### src/rtl/uart_tx.sv
// uart_tx: LSB-first UART transmitter paced by an external one-cycle baud tick.
// Define UART_TX_PARITY_EN to insert a parity bit between the data and stop bits.
module uart_tx #(
    parameter int DATA_BITS  = 8,
    parameter int STOP_BITS  = 1,
    parameter int PARITY_ODD = 0
) (
    input  logic                 i_clk,
    input  logic                 i_rst_n,
    input  logic                 i_bd,
    input  logic [DATA_BITS-1:0] i_data,
    input  logic                 i_valid,
    output logic                 o_ready,
    output logic                 o_tx,
    output logic                 o_busy,
    output logic                 o_done
);
`ifdef UART_TX_PARITY_EN
    typedef enum logic [2:0] {IDLE, WAIT, START, DATA, PARITY, STOP} state_t;
`else
    typedef enum logic [2:0] {IDLE, WAIT, START, DATA, STOP} state_t;
`endif
    state_t               state, state_n;
    logic [DATA_BITS-1:0] shift, shift_n;
    logic [2:0]           cnt, cnt_n;
    logic                 tx_n, ready_n, busy_n, done_n;
`ifdef UART_TX_PARITY_EN
    logic                 par, par_n;
`else
    logic                 unused_parity;
    assign unused_parity = 1'(PARITY_ODD);
`endif

    always_ff @(posedge i_clk or negedge i_rst_n) begin
        if (!i_rst_n) begin
            state   <= IDLE;
            shift   <= '0;
            cnt     <= '0;
            o_tx    <= 1'b1;
            o_ready <= 1'b1;
            o_busy  <= 1'b0;
            o_done  <= 1'b0;
`ifdef UART_TX_PARITY_EN
            par     <= 1'b0;
`endif
        end else begin
            state   <= state_n;
            shift   <= shift_n;
            cnt     <= cnt_n;
            o_tx    <= tx_n;
            o_ready <= ready_n;
            o_busy  <= busy_n;
            o_done  <= done_n;
`ifdef UART_TX_PARITY_EN
            par     <= par_n;
`endif
        end
    end

    always_comb begin
        state_n = state;
        shift_n = shift;
        cnt_n   = cnt;
        tx_n    = o_tx;
        ready_n = o_ready;
        busy_n  = o_busy;
        done_n  = 1'b0;
`ifdef UART_TX_PARITY_EN
        par_n   = par;
`endif
        case (state)
            IDLE: if (i_valid && o_ready) begin
                shift_n = i_data;
                cnt_n   = '0;
                ready_n = 1'b0;
                busy_n  = 1'b1;
                state_n = WAIT;
`ifdef UART_TX_PARITY_EN
                par_n   = 1'b0;
`endif
            end
            // Start bit waits for a tick so every bit lasts a full tick period
            WAIT: if (i_bd) begin
                tx_n    = 1'b0;
                state_n = START;
            end
            START: if (i_bd) begin
                tx_n    = shift[0];
                shift_n = shift >> 1;
                state_n = DATA;
`ifdef UART_TX_PARITY_EN
                par_n   = par ^ shift[0];
`endif
            end
            DATA: if (i_bd) begin
                if (cnt < 3'(DATA_BITS - 1)) begin
                    tx_n    = shift[0];
                    shift_n = shift >> 1;
                    cnt_n   = cnt + 3'd1;
`ifdef UART_TX_PARITY_EN
                    par_n   = par ^ shift[0];
`endif
                end else begin
                    cnt_n   = '0;
`ifdef UART_TX_PARITY_EN
                    tx_n    = par ^ 1'(PARITY_ODD);
                    state_n = PARITY;
`else
                    tx_n    = 1'b1;
                    state_n = STOP;
`endif
                end
            end
`ifdef UART_TX_PARITY_EN
            PARITY: if (i_bd) begin
                tx_n    = 1'b1;
                state_n = STOP;
            end
`endif
            STOP: if (i_bd) begin
                if (cnt == 3'(STOP_BITS - 1)) begin
                    cnt_n   = '0;
                    done_n  = 1'b1;
                    busy_n  = 1'b0;
                    ready_n = 1'b1;
                    state_n = IDLE;
                end else begin
                    cnt_n = cnt + 3'd1;
                end
            end
            default: state_n = IDLE;
        endcase
    end
endmodule

### config.mk
export PLATFORM = sky130hd
export DESIGN_NAME = uart_tx
export DESIGN_NICKNAME = d
export VERILOG_FILES = /design/src/rtl/uart_tx.sv
export SDC_FILE = /design/constraint.sdc
export NUM_CORES = 1
export LEC_CHECK = 0
export CAP_MARGIN = 20
export CORE_MARGIN = 2
export CORE_UTILIZATION = 56
export DETAILED_ROUTE_END_ITERATION = 16
export MAX_ROUTING_LAYER = met4
export PLACE_DENSITY = 0.83
export SLEW_MARGIN = 20
export SYNTH_ARGS = -nofsm -noshare
export SYNTH_HDL_FRONTEND = slang
export SYNTH_SLANG_ARGS = --single-unit
### constraint.sdc
create_clock -name i_clk -period 3.7 [get_ports i_clk]
set_clock_uncertainty 0.2 [all_clocks]
set_input_delay 0.37 -clock i_clk [delete_from_list [all_inputs] [get_ports i_clk]]
set_output_delay 0.37 -clock i_clk [all_outputs]
set_load 0.05 [all_outputs]
## Yosys cells after proc, flatten, opt, wreduce, memory -nomap -nowiden

Index checks and enable logic that the tools add are counted.

| storage, ports and cells | value |
|---|---|
| word-level logic and storage cells | 68 |
| bits in read-only memories | 0 |
| bits of input ports | 12 |
| memories | 0 |
| bits in latches | 0 |
| flip-flop bits (word level) | 18 |
| output and inout bits | 4 |
| memory bits (writable) | 0 |

| operators by class | value |
|---|---|
| shift-type cells | 0 |
| add/subtract/negate cells | 1 |
| $lt $le $gt $ge | 1 |
| muxes and demuxes | 35 |
| multiply operators | 0 |
| div/mod/pow operators | 0 |
| bitwise operators | 0 |
| reductions and logical operators | 12 |
| equality and inequality tests | 12 |

Operator list:

| operator | number |
|---|---|
| 3-bit two-way mux | 12 |
| 8-bit two-way mux | 4 |
| 8-bit one-hot mux with 3 select lines | 1 |
| 2-bit inequality test, second input constant | 8 |
| 3-bit one-hot mux with 5 select lines | 1 |
| 1-bit two-way mux | 13 |
| 4-bit AND reduction | 3 |
| 3-bit one-hot mux with 3 select lines | 1 |
| 3-bit nonzero test | 3 |
| 7-bit AND reduction | 1 |
| 3-bit by 2-bit == test with 1-bit output, second input constant | 2 |
| 3-bit zero test | 2 |
| 5-bit AND reduction | 1 |
| 1-bit one-hot mux with 2 select lines | 2 |
| 3-bit by 1-bit adder with 3-bit output, second input constant | 1 |
| 3-bit by 1-bit == test with 1-bit output, second input constant | 1 |
| 3-bit == test, second input constant | 1 |
| 3-bit less-than comparator, second input constant | 1 |
| 1-bit one-hot mux with 3 select lines | 1 |
| 2-bit nonzero test | 1 |
| 1-bit logical AND | 1 |

## Longest topological paths before layout

Gate-level depths: netlist of the first run.

| depth | value |
|---|---|
| depth in word-level cells | 4 |
| depth in mapped cells | 6 |

## Worst setup path after synthesis of the first run

No wires, ideal clock.

| timing path | value |
|---|---|
| path kind | register to register |
| start | reg o_ready |
| end | reg shift[0] |
| data required time | 3.375 ns |
| data arrival time | 1.577 ns |
| slack | 1.798 ns |
| stages on the path, launching flop included | 6 |
| cell sequence | dfstp_2 -> nand2_1 -> a22oi_1 -> o22a_1 -> buf_6 -> mux2_4 |

| between the ends | value |
|---|---|
| longest elaborated chain between the ends | 3 |

RTL lines:

| what | line | source |
|---|---|---|
| start: declaration | 13 | `output logic o_ready,` |
| start signal: assignment | 51 | `o_ready <= ready_n;` |
| 1-bit logical AND | 72 | `IDLE: if (i_valid && o_ready) begin` |
| 2-bit inequality test (no line) | - |  |
| 5-bit AND reduction (no line) | - |  |
| end signal: assignment | 48 | `shift <= shift_n;` |
| end: declaration | 24 | `logic [DATA_BITS-1:0] shift, shift_n;` |

No other way between the ends.
A chain may end at the register's enable or synchronous reset.

## Final worst setup path of the first run

| timing path | value |
|---|---|
| start | reg o_ready |
| end | out o_ready |

No word-level cell between the ends.

==> flow_metrics.tcl, run 1 <==
set metrics [dict create \
    run_status "complete, no violations" \
    placement_rows 15 \
    timing.critical_path.fanout_max 5 \
    power_frac_clock 0.132 \
    crit_family "buffers and inverters" \
    multi_input_area_um2 524 \
    cp_data_required_time_ps 3130 \
    antenna_cells 0 \
    die-width_um 46.9 \
    yosys.area.top_type "sky130_fd_sc_hd__dfrtp_1" \
    static_leakage_power_uw 0.000524 \
    path_buf_inv 1 \
    grt_setup_unrepaired "false" \
    maxCapViolations 0 \
    clk-insertion-delay-late_ps 300 \
    number_of_antenna_violations_at_the_first_check_in_global_routing 0 \
    worstPathArrival_ps 1680 \
    die_h_um 46.9 \
    report.final.slew_viol_count 0 \
    setup.worst_path.end_class "output port" \
    via_count 772 \
    syn_avg_cell_area_um2 10.9 \
    io_buffers 15 \
    wl_per_cell_um 14.1 \
    switchingPower_uw 353 \
    seq_area_frac_synth 0.439 \
    synth-seq-cells 18 \
    drt_first_pass_iters 4 \
    number_of_inserted_filler_cells_in_the_final_layout 142 \
    clock-root-buffer "sky130_fd_sc_hd__clkbuf_4" \
    post-synth-top-count-cell "sky130_fd_sc_hd__dfrtp_1" \
    gp_congestion 0.827 \
    dr.first_iter.drc_count 19 \
    maxClockFrequency_ghz 0.444 \
    grtUsageTotal 0.212 \
    placed_area_um2 1180 \
    ioPinCount 16 \
    worst-setup-path-type "flop to output port" \
    synth-edff-count 0 \
    regArea_um2 453 \
    grt_pass1_vias 742 \
    cp_slowest_cell "sky130_fd_sc_hd__clkdlybuf4s50_1" \
    setup_viol 0 \
    cts.repair_timing.setup_buffer_count 0 \
    power.share.sequential 0.367 \
    global_route.overflow_total 0 \
    cts_inserted_buffers 3 \
    final_area_um2 1210 \
    final.min_clock_period_ps 2250 \
    syn_to_final_growth_pct 17.7 \
    finalHoldViolations 0 \
    cts_resized 0 \
    via_per_inst 5.76 \
    cts_tree "done" \
    remaining_design_rule_violation_count 0 \
    critical_path.cell_chain "clkdlybuf4s50_1" \
    cts.path.max_buffers 2 \
    ctsHoldBuffers 0 \
    core_area_um2 1730 \
    netlist-cell-type-count 33 \
    hpwl_mm 1.33 \
    combPwrFrac 0.501 \
    floorplan.initialDensity 0.597 \
    r2r_setup_slk_ps 1570 \
    timing_worst_slew_pin_value_ps 805 \
    post_route_hold_slack_ps 302 \
    vdd_drop_max_mv 0.501 \
    synth_warnings 0 \
    clk_transition_reported_paths_ps 110 \
    layout_worst_path_cycle_share 0.609 \
    grt_start_max_net_pins 19 \
    holdCritPathClass "flop to flop" \
    floorplan.die_area_um2 2200 \
    post_route_antenna_net_violation_count 0 \
    instance_count_of_the_mapped_netlist 95 \
    sw_frac_of_total 0.370 \
    layout.nets 124 \
    internal-power_uw 600 \
    share_of_layout_cells_above_drive_strength_1 0.193 \
    setup_tns_ps 0 \
    cpPeakStageDelay_ps 810 \
    synth-async-reset-ratio 1.00 \
    synth_top_cells_by_count "16 x sky130_fd_sc_hd__dfrtp_1, 9 x sky130_fd_sc_hd__nand2_1, 7 x sky130_fd_sc_hd__mux2_4" \
    cts.sinks 18 \
    cts.htree.levels 1 \
    timing.slew.headroom 0.462 \
    power_density_nw_per_um2 785 \
    synthesis.nets 109 \
    dominantRegCellSynth "sky130_fd_sc_hd__dfrtp_1" \
    synth_top_cells_by_area "sky130_fd_sc_hd__dfrtp_1 39%, sky130_fd_sc_hd__mux2_4 10%, sky130_fd_sc_hd__mux2_2 6.6%" \
    synthesis.area_um2 1030 \
    yosys.area.top_type_share 0.388 \
    worstSetupStartpointType "flop" \
    grt_pass1_wl_mm 3.12 \
    postRouteWirelength_mm 1.89 \
]
-- worst paths after layout --
check                                startpoint              endpoint  depth (start not counted)
max                         o_ready$_DFFE_PN1P_               o_ready                          1
min                            o_tx$_DFFE_PN1P_      o_tx$_DFFE_PN1P_                          2
max reg2reg                state[2]$_DFFE_PN0P_  shift[5]$_DFFE_PN0P_                          4
min reg2reg                    o_tx$_DFFE_PN1P_      o_tx$_DFFE_PN1P_                          2
max in group asynchronous               i_rst_n  shift[5]$_DFFE_PN0P_                          1
min in group asynchronous               i_rst_n      o_done$_DFF_PN0_                          1
-- metal layers --
| layer | share of wire | vias to the layer above | global-route usage |
|---|---|---|---|
| met2 | 0.52 | 26 | 0.342 |
| met4 | 0.0074 | 0 | 0.100 |
| li1 | - | 371 | - |
| met1 | 0.43 | 373 | 0.249 |
| met5 | 0 | - | - |
| met3 | 0.047 | 2 | 0.0462 |
-- state kept, by name, indices dropped and copies added, names as in the netlist --
register  count
shift         8
o_ready       1
state         3
o_done        1
o_busy        1
o_tx          1
cnt           3
-- cell usage in the layout, fill, tap and decap left out --
master and count:
sky130_fd_sc_hd__mux2_4 7, sky130_fd_sc_hd__a32oi_1 1, sky130_fd_sc_hd__a22oi_1 1, sky130_fd_sc_hd__and2_4 1, sky130_fd_sc_hd__nand3_1 2, sky130_fd_sc_hd__mux2_2 6
sky130_fd_sc_hd__mux2i_1 1, sky130_fd_sc_hd__o221a_1 1, sky130_fd_sc_hd__a41oi_1 1, sky130_fd_sc_hd__o21bai_1 1, sky130_fd_sc_hd__a22o_1 2, sky130_fd_sc_hd__nand2_1 9
sky130_fd_sc_hd__clkbuf_4 3, sky130_fd_sc_hd__dfstp_2 2, sky130_fd_sc_hd__nand4bb_1 2, sky130_fd_sc_hd__clkdlybuf4s50_1 15, sky130_fd_sc_hd__and3b_1 2, sky130_fd_sc_hd__nor2_1 5
sky130_fd_sc_hd__ha_1 2, sky130_fd_sc_hd__nor2_4 1, sky130_fd_sc_hd__a21o_1 1, sky130_fd_sc_hd__a21oi_1 5, sky130_fd_sc_hd__o22a_1 1, sky130_fd_sc_hd__nand2b_1 2
sky130_fd_sc_hd__nor2b_1 3, sky130_fd_sc_hd__dfrtp_1 16, sky130_fd_sc_hd__clkbuf_8 1, sky130_fd_sc_hd__nor3_1 2, sky130_fd_sc_hd__o32ai_1 1, sky130_fd_sc_hd__o21ai_0 4
sky130_fd_sc_hd__o31ai_1 2, sky130_fd_sc_hd__a31oi_1 1, sky130_fd_sc_hd__inv_1 5
-- through the flow --
step	cells	power (uW)	util	worst slack, ps
6_report	134	953	0.703	1450
5_1_grt	134	1020	0.703	1380
4_1_cts	134	959	0.703	1430
3_5_place_dp	130	830	0.682	1320
3_3_place_gp	130	811	0.682	1380
2_1_floorplan	95	769	-	1800
-- final cells by class --
| type | count | share of cell area |
|---|---|---|
| Tap cell | 25 | 0.0258 |
| Clock buffer | 4 | 0.0299 |
| Inverter | 5 | 0.0155 |
| Timing Repair Buffer | 15 | 0.124 |
| Multi-Input combinational cell | 67 | 0.432 |
| Sequential cell | 18 | 0.373 |
-- power by group through the flow --
stage	Combinational [uW]	Sequential, uW	Clock (uW)
after floorplan	433	336	0
after global placement	459	352	0
after detailed placement	477	353	0
after CTS	480	350	129
after global routing	515	362	139
final	477	350	126
-- cells by family after synthesis --
family,share of synthesized area
adder cells (fa/ha/maj),0.0243
AND/OR/NAND/NOR,0.159
buffers and inverters,0.0522
multiplexers,0.177
AO/OA/AOI/OAI,0.148
flip-flops,0.439
No activity file was read; power rests on OpenSTA's default activity.
==> run 2: changes to the inputs <==
--- a/config.mk
+++ b/config.mk
@@ -7,10 +7,10 @@
 export LEC_CHECK = 0
 export CAP_MARGIN = 20
 export CORE_MARGIN = 2
-export CORE_UTILIZATION = 56
+export CORE_UTILIZATION = 52
 export DETAILED_ROUTE_END_ITERATION = 16
 export MAX_ROUTING_LAYER = met4
-export PLACE_DENSITY = 0.83
+export PLACE_DENSITY = 0.78
 export SLEW_MARGIN = 20
 export SYNTH_ARGS = -nofsm -noshare
 export SYNTH_HDL_FRONTEND = slang
==> constraint.sdc (replaced) <==
create_clock -name i_clk -period 2.1 [get_ports i_clk]
set_clock_uncertainty 0.2 [all_clocks]
set_input_delay 0.21 -clock i_clk [delete_from_list [all_inputs] [get_ports i_clk]]
set_output_delay 0.21 -clock i_clk [all_outputs]
set_load 0.05 [all_outputs]
==> flow_metrics.tcl, run 2 (synthesis gave the netlist of run 1 again) <==
set metrics [dict create \
    static_leakage_power_uw 0.000558 \
    vdd_drop_max_mv 0.832 \
    largest-register "shift" \
    grt_pass1_vias 842 \
    wl_per_cell_um 14.7 \
    final.min_clock_period_ps 2030 \
    cts_resized 0 \
    worstPathArrival_ps 1620 \
    worstSetupStartpointType "flop" \
    die-width_um 48.5 \
    cts.sinks 18 \
    critical_path.cell_chain "clkdlybuf4s50_1" \
    path_buf_inv 1 \
    placement_rows 16 \
    cts_tree "done" \
    syn_to_final_growth_pct 22.7 \
    layout.cells.most_common "sky130_fd_sc_hd__dfrtp_1" \
    cts_inserted_buffers 3 \
    reg2reg_from "state[1]$_DFFE_PN0P_" \
    reg_top3 "shift (8), cnt (3), state (3)" \
    post_route_antenna_net_violation_count 0 \
    critical_path.startpoint "o_tx$_DFFE_PN1P_" \
    via_count 799 \
    internal-power_uw 1120 \
    die_h_um 48.5 \
    grt_pass1_wl_mm 3.84 \
    ioPinCount 16 \
    report.final.slew_viol_count 0 \
    path_depth 1 \
    sw_frac_of_total 0.366 \
    most-common-layout-cells "16 x sky130_fd_sc_hd__dfrtp_1, 14 x sky130_fd_sc_hd__clkdlybuf4s50_1, 9 x sky130_fd_sc_hd__nand2_1" \
    via_per_inst 5.63 \
    io_buffers 15 \
    critical_path.endpoint "o_tx" \
    layout_worst_path_cycle_share 0.965 \
    cp_slowest_cell "sky130_fd_sc_hd__clkdlybuf4s50_1" \
    timing_worst_slew_pin_value_ps 493 \
    met1_usage_grt 0.255 \
    postRouteWirelength_mm 2.09 \
    core_area_um2 1920 \
    remaining_design_rule_violation_count 0 \
    number_of_antenna_violations_at_the_first_check_in_global_routing 0 \
    switchingPower_uw 649 \
    share_of_layout_cells_above_drive_strength_1 0.243 \
    cts.repair_timing.setup_buffer_count 0 \
    grtUsageTotal 0.216 \
    floorplan.die_area_um2 2350 \
    layout.nets 131 \
    reg2reg_depth 5 \
    r2r_end "shift[3]$_DFFE_PN0P_" \
    largest_register_ffs 8 \
    hpwl_mm 1.52 \
    ctsHoldBuffers 0 \
    crit_family "buffers and inverters" \
    clock-root-buffer "sky130_fd_sc_hd__clkbuf_4" \
    r2r_setup_slk_ps 140 \
    timing.slew.headroom 0.670 \
    power_frac_clock 0.095 \
    cp_data_required_time_ps 1690 \
    cpPeakStageDelay_ps 790 \
    clk_transition_reported_paths_ps 100 \
    drt_first_pass_iters 4 \
    maxClockFrequency_ghz 0.493 \
    number_of_inserted_filler_cells_in_the_final_layout 158 \
    setup_viol 0 \
    maxCapViolations 0 \
    met3_usage 0.0370 \
    holdCritPathClass "input port to asynchronous set/reset pin" \
    grt_util_met2 0.363 \
    grt_busiest_layer "met2" \
    dr.first_iter.drc_count 8 \
    power.share.sequential 0.340 \
    power_density_nw_per_um2 1400 \
    cts.htree.levels 1 \
    grt_start_max_net_pins 19 \
    worst-setup-path-type "flop to output port" \
    run_status "complete, no violations" \
    clk-insertion-delay-late_ps 280 \
    cts.path.max_buffers 2 \
    placed_area_um2 1240 \
    setup_tns_ps 0 \
    gp_congestion 0.910 \
    final_area_um2 1260 \
    grt_setup_unrepaired "false" \
    timing.critical_path.fanout_max 2 \
    setup.worst_path.end_class "output port" \
    global_route.overflow_total 0 \
    antenna_cells 0 \
    combPwrFrac 0.565 \
    finalHoldViolations 0 \
    floorplan.initialDensity 0.536 \
]
## run 2: changes by cell type in the layout (fill, tap and decap cells not counted), sizes merged
cell / previous run / this run
buf: 0 / 8
clkbuf: 4 / 3
clkdlybuf4s50: 15 / 14
## run 2: final cells by class
| type | count | area, um2 | share of cell area |
|---|---|---|---|
| clock buffers | 3 | 22.5 | 0.0178 |
| flip-flops and latches | 18 | 453 | 0.358 |
| repair buffers | 22 | 213 | 0.168 |
| inverters | 5 | 18.8 | 0.0148 |
| well taps | 27 | 33.8 | 0.0267 |
| multi-input cells | 67 | 524 | 0.414 |
## run 2: worst min-delay path by stage
stage | startpoint | to | slack (ps)
2_1_floorplan | i_rst_n | cnt[0]$_DFFE_PN0P_ | -290
3_3_place_gp | o_busy$_DFFE_PN0P_ | o_busy$_DFFE_PN0P_ | 290
3_5_place_dp | shift[6]$_DFFE_PN0P_ | shift[6]$_DFFE_PN0P_ | 300
4_1_cts | i_rst_n | state[0]$_DFFE_PN0P_ | 40
5_1_grt | i_rst_n | shift[0]$_DFFE_PN0P_ | 40
6_report | i_rst_n | o_busy$_DFFE_PN0P_ | 30
## run 2: stage by stage
step / total power (uW) / worst slack (ps) / cells / utilization / hold slack (ps)
floorplan: 1350 / 198 / 95 / - / -286
global placement: 1570 / 146 / 139 / 0.646 / 287
detailed placement: 1600 / 118 / 139 / 0.646 / 298
CTS: 1780 / 65.7 / 142 / 0.658 / 39.7
global route: 1900 / 40.1 / 142 / 0.658 / 42.6
finish: 1770 / 72.8 / 142 / 0.658 / 32.3
## run 2: power by group through the flow
stage	Combinational, uW	Clock, uW	Sequential [uW]
6_report	1000	169	602
5_1_grt	1090	195	620
4_1_cts	1010	173	599
3_5_place_dp	1000	0	602
3_3_place_gp	967	0	598
2_1_floorplan	762	0	592
## run 2: routing by layer
layer  share of wire  wire [um]  up-vias
li1                -          -      382
met1            0.43        908      396
met4          0.0072         15        0
met2            0.51       1070       19
met5               0          0        -
met3           0.044         92        2
